<file path="config.mk">
export PLATFORM = sky130hd
export DESIGN_NAME = gpmc_bram_arbiter
export DESIGN_NICKNAME = d
export VERILOG_FILES = /design/src/rtl/gpmc_bram_pkg.sv /design/src/rtl/gpmc_bram_arbiter_rd_tag_pipe.sv /design/src/rtl/gpmc_bram_arbiter.sv
export SDC_FILE = /design/constraint.sdc
export NUM_CORES = 1
export LEC_CHECK = 0
export BUFFER_PORTS_ARGS = -buffer_cell sky130_fd_sc_hd__buf_2
export CAP_MARGIN = 20
export CORE_ASPECT_RATIO = 1.4
export CORE_MARGIN = 2
export CORE_UTILIZATION = 41
export DETAILED_ROUTE_END_ITERATION = 6
export GPL_ROUTABILITY_DRIVEN = 1
export PLACE_DENSITY_LB_ADDON = 0.12
export SYNTH_ARGS = -nofsm -noshare
export SYNTH_HDL_FRONTEND = slang
export SYNTH_SLANG_ARGS = --single-unit
</file>
<file path="constraint.sdc">
create_clock -name GPMC_CLK -period 3 [get_ports GPMC_CLK]
set_input_delay 0.3 -clock GPMC_CLK [delete_from_list [all_inputs] [get_ports GPMC_CLK]]
set_output_delay 0.3 -clock GPMC_CLK [all_outputs]
set_load 0.05 [all_outputs]
</file>
<file path="src/rtl/gpmc_bram_pkg.sv">
// Purpose: shared widths, owner encoding and issue-FSM states for the GPMC block-RAM arbiter.
// Latency: none (types and constants only).
// Backpressure: none (types and constants only).
package gpmc_bram_pkg;

    localparam int ADDR_W_DEF = 11;
    localparam int DATA_W_DEF = 16;

    // Owner tag carried alongside each read so its data is routed back to the right requester
    localparam logic OWN_HOST  = 1'b0;
    localparam logic OWN_LOCAL = 1'b1;

    typedef enum logic {
        IDLE  = 1'b0,
        ISSUE = 1'b1
    } state_t;

endpackage

</file>
<file path="src/rtl/gpmc_bram_arbiter_rd_tag_pipe.sv">
// Purpose: delay line of {valid, owner} read tags that tracks reads in flight through the RAM.
// Latency: DEPTH cycles from load to tag_vld/tag_own.
// Backpressure: none; shifts every cycle, and a synchronous clear drops every tag in flight.
// Ports: clk, rst (sync, active-high); load_vld/load_own tag entering; tag_vld/tag_own tag leaving.
module rd_tag_pipe
    import gpmc_bram_pkg::*;
#(
    parameter int DEPTH = 2
) (
    input  logic clk,
    input  logic rst,
    input  logic load_vld,
    input  logic load_own,
    output logic tag_vld,
    output logic tag_own
);

    logic [DEPTH-1:0] vld_sr;
    logic [DEPTH-1:0] own_sr;

    always_ff @(posedge clk) begin
        if (rst) begin
            vld_sr <= '0;
            own_sr <= {DEPTH{OWN_HOST}};
        end else begin
            vld_sr[0] <= load_vld;
            own_sr[0] <= load_own;
            for (int i = 1; i < DEPTH; i++) begin
                vld_sr[i] <= vld_sr[i-1];
                own_sr[i] <= own_sr[i-1];
            end
        end
    end

    assign tag_vld = vld_sr[DEPTH-1];
    assign tag_own = own_sr[DEPTH-1];

endmodule

</file>
<file path="src/rtl/gpmc_bram_arbiter.sv">
// Purpose: shares one single-port block RAM between a host (GPMC) and a local requester.
// Latency: grant is combinational; the RAM access is registered one edge later; read data returns in N+1+RD_LAT.
// Backpressure: the host has fixed priority, and the local requester wins after MAX_WAIT consecutive denied cycles.
// Ports: GPMC_CLK/GPMC_RST; host h_req/h_wr/h_addr/h_din -> h_gnt/h_rvalid/h_rdata;
//        local l_* mirrors the host port set; RAM side a_ena/a_wr/a_addr/a_din and a_dout.
module gpmc_bram_arbiter
    import gpmc_bram_pkg::*;
#(
    parameter int ADDR_W   = ADDR_W_DEF,
    parameter int DATA_W   = DATA_W_DEF,
    parameter int RD_LAT   = 1,
    parameter int MAX_WAIT = 4
) (
    input  logic              GPMC_CLK,
    input  logic              GPMC_RST,
    input  logic              h_req,
    input  logic              h_wr,
    input  logic [ADDR_W-1:0] h_addr,
    input  logic [DATA_W-1:0] h_din,
    output logic              h_gnt,
    output logic              h_rvalid,
    output logic [DATA_W-1:0] h_rdata,
    input  logic              l_req,
    input  logic              l_wr,
    input  logic [ADDR_W-1:0] l_addr,
    input  logic [DATA_W-1:0] l_din,
    output logic              l_gnt,
    output logic              l_rvalid,
    output logic [DATA_W-1:0] l_rdata,
    output logic              a_ena,
    output logic              a_wr,
    output logic [ADDR_W-1:0] a_addr,
    output logic [DATA_W-1:0] a_din,
    input  logic [DATA_W-1:0] a_dout
);

    localparam int                WAIT_W   = $clog2(MAX_WAIT + 1);
    localparam logic [WAIT_W-1:0] WAIT_MAX = WAIT_W'(MAX_WAIT);

    logic [WAIT_W-1:0] wait_cnt;
    logic [WAIT_W-1:0] wait_cnt_nxt;
    state_t            state;
    state_t            state_nxt;

    logic              gnt_any;
    logic              sel_wr;
    logic [ADDR_W-1:0] sel_addr;
    logic [DATA_W-1:0] sel_din;
    logic              tag_vld;
    logic              tag_own;

    // Arbitration: the host wins unless the local requester has aged out.
    // Grants are held off while reset is asserted.
    always_comb begin
        h_gnt = 1'b0;
        l_gnt = 1'b0;
        if (!GPMC_RST) begin
            if (h_req && l_req) begin
                if (wait_cnt == WAIT_MAX) l_gnt = 1'b1;
                else                      h_gnt = 1'b1;
            end else if (h_req) begin
                h_gnt = 1'b1;
            end else if (l_req) begin
                l_gnt = 1'b1;
            end
        end
    end

    // Count consecutive denied local cycles. The count restarts once local is served or stops asking.
    always_comb begin
        wait_cnt_nxt = '0;
        if (l_req && !l_gnt) begin
            wait_cnt_nxt = (wait_cnt == WAIT_MAX) ? wait_cnt : wait_cnt + WAIT_W'(1);
        end
    end

    assign gnt_any  = h_gnt | l_gnt;
    assign sel_wr   = h_gnt ? h_wr   : l_wr;
    assign sel_addr = h_gnt ? h_addr : l_addr;
    assign sel_din  = h_gnt ? h_din  : l_din;

    always_comb begin
        state_nxt = IDLE;
        if (gnt_any) state_nxt = ISSUE;
    end

    always_ff @(posedge GPMC_CLK) begin
        if (GPMC_RST) begin
            state    <= IDLE;
            wait_cnt <= '0;
            a_wr     <= 1'b0;
            a_addr   <= '0;
            a_din    <= '0;
        end else begin
            state    <= state_nxt;
            wait_cnt <= wait_cnt_nxt;
            if (gnt_any) begin
                a_wr   <= sel_wr;
                a_addr <= sel_addr;
                a_din  <= sel_din;
            end else begin
                // Address and data hold, which keeps the RAM inputs quiet between accesses
                a_wr   <= 1'b0;
            end
        end
    end

    // The RAM is enabled exactly in the cycle after each grant
    assign a_ena = (state == ISSUE);

    // The tag enters the pipe on the grant edge. The RAM is accessed one edge later and its data
    // needs RD_LAT more cycles, so a depth of RD_LAT+1 lines the tag up with a_dout.
    rd_tag_pipe #(
        .DEPTH (RD_LAT + 1)
    ) u_rd_tag_pipe (
        .clk      (GPMC_CLK),
        .rst      (GPMC_RST),
        .load_vld (gnt_any && !sel_wr),
        .load_own (l_gnt ? OWN_LOCAL : OWN_HOST),
        .tag_vld  (tag_vld),
        .tag_own  (tag_own)
    );

    assign h_rvalid = tag_vld && (tag_own == OWN_HOST);
    assign l_rvalid = tag_vld && (tag_own == OWN_LOCAL);
    assign h_rdata  = a_dout;
    assign l_rdata  = a_dout;

endmodule

</file>
Yosys cells after proc, flatten, opt, wreduce, memory -nomap -nowiden:

Index checks and enable logic that the tools add are counted.

* bits of input ports: 76
* register bits: 36
* word-level logic and storage cells: 36
* output and inout bits: 65

* $add $sub $neg: 1
* reductions and logical operators: 9
* equality and inequality tests: 1
* mux-type cells: 14
* bitwise logic cells: 4

Operator list (count)
* 2-to-1 mux 16 bit: 1
* 2-to-1 mux 1 bit: 12
* 2-to-1 mux 11 bit: 1
* logical AND 1 bit: 5
* OR reduction 2 bit: 2
* adder 3 x 1 -> 3 bit (second input constant): 1
* equality test 3 bit (second input constant): 1
* inverter 1 bit: 3
* zero test 1 bit: 2
* bitwise OR 1 bit: 1

Depth between registers and ports, before layout:

* depth after elaboration: 8
* depth in mapped cells: 6
* depth with buffers taken out: 5

Hierarchy:

Synthesis repeated with hierarchy kept, for this count alone.

* cell total of the unflattened synthesis: 228
* area total of the unflattened synthesis: 1898.1 um^2

By module, submodules not included
* gpmc_bram_arbiter: area each 1793.0 um^2, cells each 220, sequential area each 640.6 um^2, times used 1
* rd_tag_pipe: area each 105.1 um^2, cells each 8, sequential area each 80.1 um^2, times used 1

Least setup slack after synthesis:

OpenSTA, ideal clock, no wires.

* kind: flip-flop to output port
* start point: register wait_cnt[0]
* end point: output port h_gnt
* slack: 1282 ps
* arrival: 1418 ps
* cell stages (with the launch flop): 5
* cells stage by stage: dfxtp_1 > inv_1 > ha_1 > and3_1 > nor2_1

* word-level cells in the longest chain between the ends: 4

Ends and longest elaborated chain
* start: declaration: RTL line gpmc_bram_arbiter.sv:40 `logic [WAIT_W-1:0] wait_cnt;`
* start signal: assignment: RTL line gpmc_bram_arbiter.sv:96 `wait_cnt <= wait_cnt_nxt;`
* equality test 3 bit: RTL line gpmc_bram_arbiter.sv:59 `if (wait_cnt == WAIT_MAX) l_gnt = 1'b1;`
* 2-to-1 mux 1 bit: RTL line gpmc_bram_arbiter.sv:59
* 2-to-1 mux 1 bit: RTL line gpmc_bram_arbiter.sv:58 `if (h_req && l_req) begin`
* 2-to-1 mux 1 bit: RTL line gpmc_bram_arbiter.sv:57 `if (!GPMC_RST) begin`
* end: declaration: RTL line gpmc_bram_arbiter.sv:20 `output logic h_gnt,`

Every way passes these cells.

Worst setup path in the final report:

* start point: register wait_cnt[0]
* end point: output port l_gnt

* word-level cells in the longest chain between the ends: 4

Ends and longest elaborated chain
* equality test 3 bit: RTL line gpmc_bram_arbiter.sv:59
* 2-to-1 mux 1 bit: RTL line gpmc_bram_arbiter.sv:59
* 2-to-1 mux 1 bit: RTL line gpmc_bram_arbiter.sv:58
* 2-to-1 mux 1 bit: RTL line gpmc_bram_arbiter.sv:57
* end: declaration: RTL line gpmc_bram_arbiter.sv:27 `output logic l_gnt,`

Every way passes these cells.

==> impl_metrics.csv <==
group,metric,value,unit
status,outcome,"finished, final reports clean",
grt,overflow,0,
setup_path,timing.rr.start,"wait_cnt[0]",
clock_network,clk_latency,0.28,ns
timing,maxSlewHeadroom,33.09,%
floorplan,core_area,3953,µm²
timing,worst_hold_slack,0.2399,ns
timing,maxSlewViolCount,0,
grt,grt_pass1_wl,6465,µm
timing,fin_crit_sh,77.43,%
min_path,min_path_type,"input pin to flop",
setup_path,max_stage_delay,0.62,ns
timing,fin_crit,2.323,ns
floorplan,fp.dieH,80.14,µm
setup_path,worst_ep_arrival_time,2.02,ns
floorplan,dieArea,4679,µm²
final_layout,antenna_cells,0,
grt,antenna_found_initial,0,
synthesis,synthFlopType,"dfxtp_1",
flow_run,cap_violations,0,
setup_path,worstPathCellList,"inv_1 -> ha_1 -> nand2_1 -> a21boi_4 -> buf_2",
synthesis,yosysMostFrequentCell,"dfxtp_1",
pwr,power.total,0.001117,W
synthesis,ys_warn_count,0,
synthesis,synth_area,1698,µm²
timing,fin_ws,0.6770,ns
grt,first_global_vias,1416,
clock_network,cts_resized,0,
placement,place_ws,0.8961,ns
clock_network,cts_hold_buf,0,
final_layout,drive_gt1_share,45.33,%
final_layout,area_growth,17.10,%
floorplan,rows,27,
timing,tightest_slew,1.000,ns
pwr,ir_drop,0.3900,mV
setup_path,worstSetupStartpointType,"flop",
setup_path,critPathSlowestCell,"a21boi_4",
final_layout,fin_nets,302,
synthesis,ys_ff_latch,36,
route,postRouteAntennaNets,0,
timing,finalSetupViolations,0,
pwr,powerDensity,561.9,nW/µm²
synthesis,synth_async_sr_flop_share,0,%
setup_path,cp_data_required_time,2.70,ns
clock_network,clock-sinks,36,
synthesis,ys_top_cells_by_area,"dfxtp_1, a221o_1, buf_4",
synthesis,netlist_instances,166,
timing,finalSetupTns,0,ns
synthesis,synth_top_area_cell,"dfxtp_1",
synthesis,synth_common_cells,"dfxtp_1, buf_4, and3_1",
synthesis,synth-edff-count,0,
synthesis,netlist.area_leader.share,42.45,%
route,wl_per_cell,15.70,µm
route,drt_iter0_drc,62,
clock_network,cts-buffers-inserted,5,
floorplan,initial_core_util,42.96,%
min_path,hp-start,"l_addr[2]",
clock_network,path_clk_slew,0.07,ns
timing,rsz0062_at_grt,"false",
setup_path,path_class,"flop to output pin",
synthesis,yosysSeqAreaShare,42.45,%
synthesis,synth.avg_cell_area,10.23,µm²
route,num_vias,1453,
placement,dp_hpwl,3028,µm
setup_path,crit_start,"wait_cnt[0]",
synthesis,synth_cell_types,24,
floorplan,io-pin-count,141,
route,first_pass_iters,4,
route,drc,0,
route,routed_wl,4208,µm
setup_path,critPathCaptureType,"output pin",
timing,skew,0.002450,ns
grt,grt_max_degree,29,
floorplan,die_x,58.39,µm
route,via_per_inst,5.422,
pwr,leakage,1.073,nW
clock_network,htreeDepth,2,
timing,max_freq,0.4305,GHz
grt,grtUsageTotal,17.92,%
synthesis,synth_fp_nets,244,
setup_path,worstPathMaxFanout,27,
clock_network,postCtsSetupBuffers,0,
clock_network,ctsLongestPathBuffers,2,
clock_network,cts_tree,"yes",
placement,portBuffers,92,
placement,place_congestion,0.7990,
clock_network,cts-root-buf,"clkbuf_8",
timing,hold_violations,0,
[flip-flops by register name (all words and copies together) (netlist names)]
| signal | cells |
|---|---|
| a_addr | 11 |
| a_din | 16 |
| a_ena | 1 |
| a_wr | 1 |
| u_rd_tag_pipe.own_sr | 2 |
| u_rd_tag_pipe.vld_sr | 2 |
| wait_cnt | 3 |
[layout make-up]
cell class | count | area (µm²)
clock buffer | 8 | 90.09
fill | 391 | 1964
inverter | 4 | 15.01
multi-input combinational | 84 | 640.6
sequential | 36 | 720.7
tap | 43 | 53.80
timing repair buffer | 93 | 467.9
[final timing paths]
path / end / slack [ns] / depth (start not counted)
setup reg to reg: a_addr[1] / 0.90 / 5
setup / recovery: l_gnt / 0.68 / 5
hold reg to reg: u_rd_tag_pipe.own_sr[1] / 0.45 / 1
hold / removal: a_addr[2] / 0.24 / 2
[power by group]
| part | leakage (nW) | switching, W | internal (W) |
|---|---|---|---|
| sequential | 0.298 | 0.0000150 | 0.000510 |
| clock | 0.0455 | 0.000161 | 0.000187 |
| combinational | 0.729 | 0.000163 | 0.0000809 |
[cell usage in the layout, fill, tap and decap left out]
| cell | count |
|---|---|
| nand2_1 | 2 |
| a31oi_1 | 1 |
| buf_4 | 1 |
| buf_2 | 92 |
| nor2b_1 | 4 |
| and3_1 | 28 |
| ha_1 | 2 |
| clkbuf_1 | 2 |
| a211oi_1 | 1 |
| a21boi_4 | 1 |
| clkbuf_8 | 6 |
| o21bai_1 | 1 |
| inv_1 | 4 |
| nor3_4 | 1 |
| a221o_1 | 26 |
| o21ai_0 | 2 |
| nand3_1 | 3 |
| nor2b_2 | 1 |
| and2_1 | 1 |
| dfxtp_1 | 36 |
| nor2_1 | 6 |
| nand2b_1 | 1 |
| a21oi_1 | 1 |
| a21boi_0 | 1 |
| mux2i_1 | 1 |
[kinds of logic (layout without fill, tap and decap cells)]
| kind of cell | count (synthesis) | after routing | share of synthesized area [%] |
|---|---|---|---|
| buf+inv | 46 | 105 | 20.19 |
| compound gates | 34 | 34 | 19.01 |
| simple gates | 47 | 47 | 16.29 |
| fa+ha+maj | 2 | 2 | 1.474 |
| mux | 1 | 1 | 0.5896 |
| flops | 36 | 36 | 42.45 |
[stage by stage]
step           utilization [%]  cells  instance area (µm²)
6_report                 50.30    268                 1988
2_1_floorplan                -    166                 1698
5_1_grt                  50.30    268                 1988
3_5_place_dp             48.02    260                 1898
3_3_place_gp             48.02    260                 1898
4_1_cts                  50.30    268                 1988
[worst max-delay path: cells and delay by family, from the launching register on]
family	cells	cell delay, ns
flip-flops	1	0.33
adder cells (fa/ha/maj)	1	0.20
buffers and inverters	2	0.45
AND/OR/NAND/NOR	1	0.14
AO/OA/AOI/OAI	1	0.62
[metal layers]
metal	GRT usage, %	wire [µm]
met4	7.907	73
met3	8.535	430
met2	29.21	2106
met5	0	0
met1	19.36	1597
Note: power is estimated with default switching activity, not from simulation.
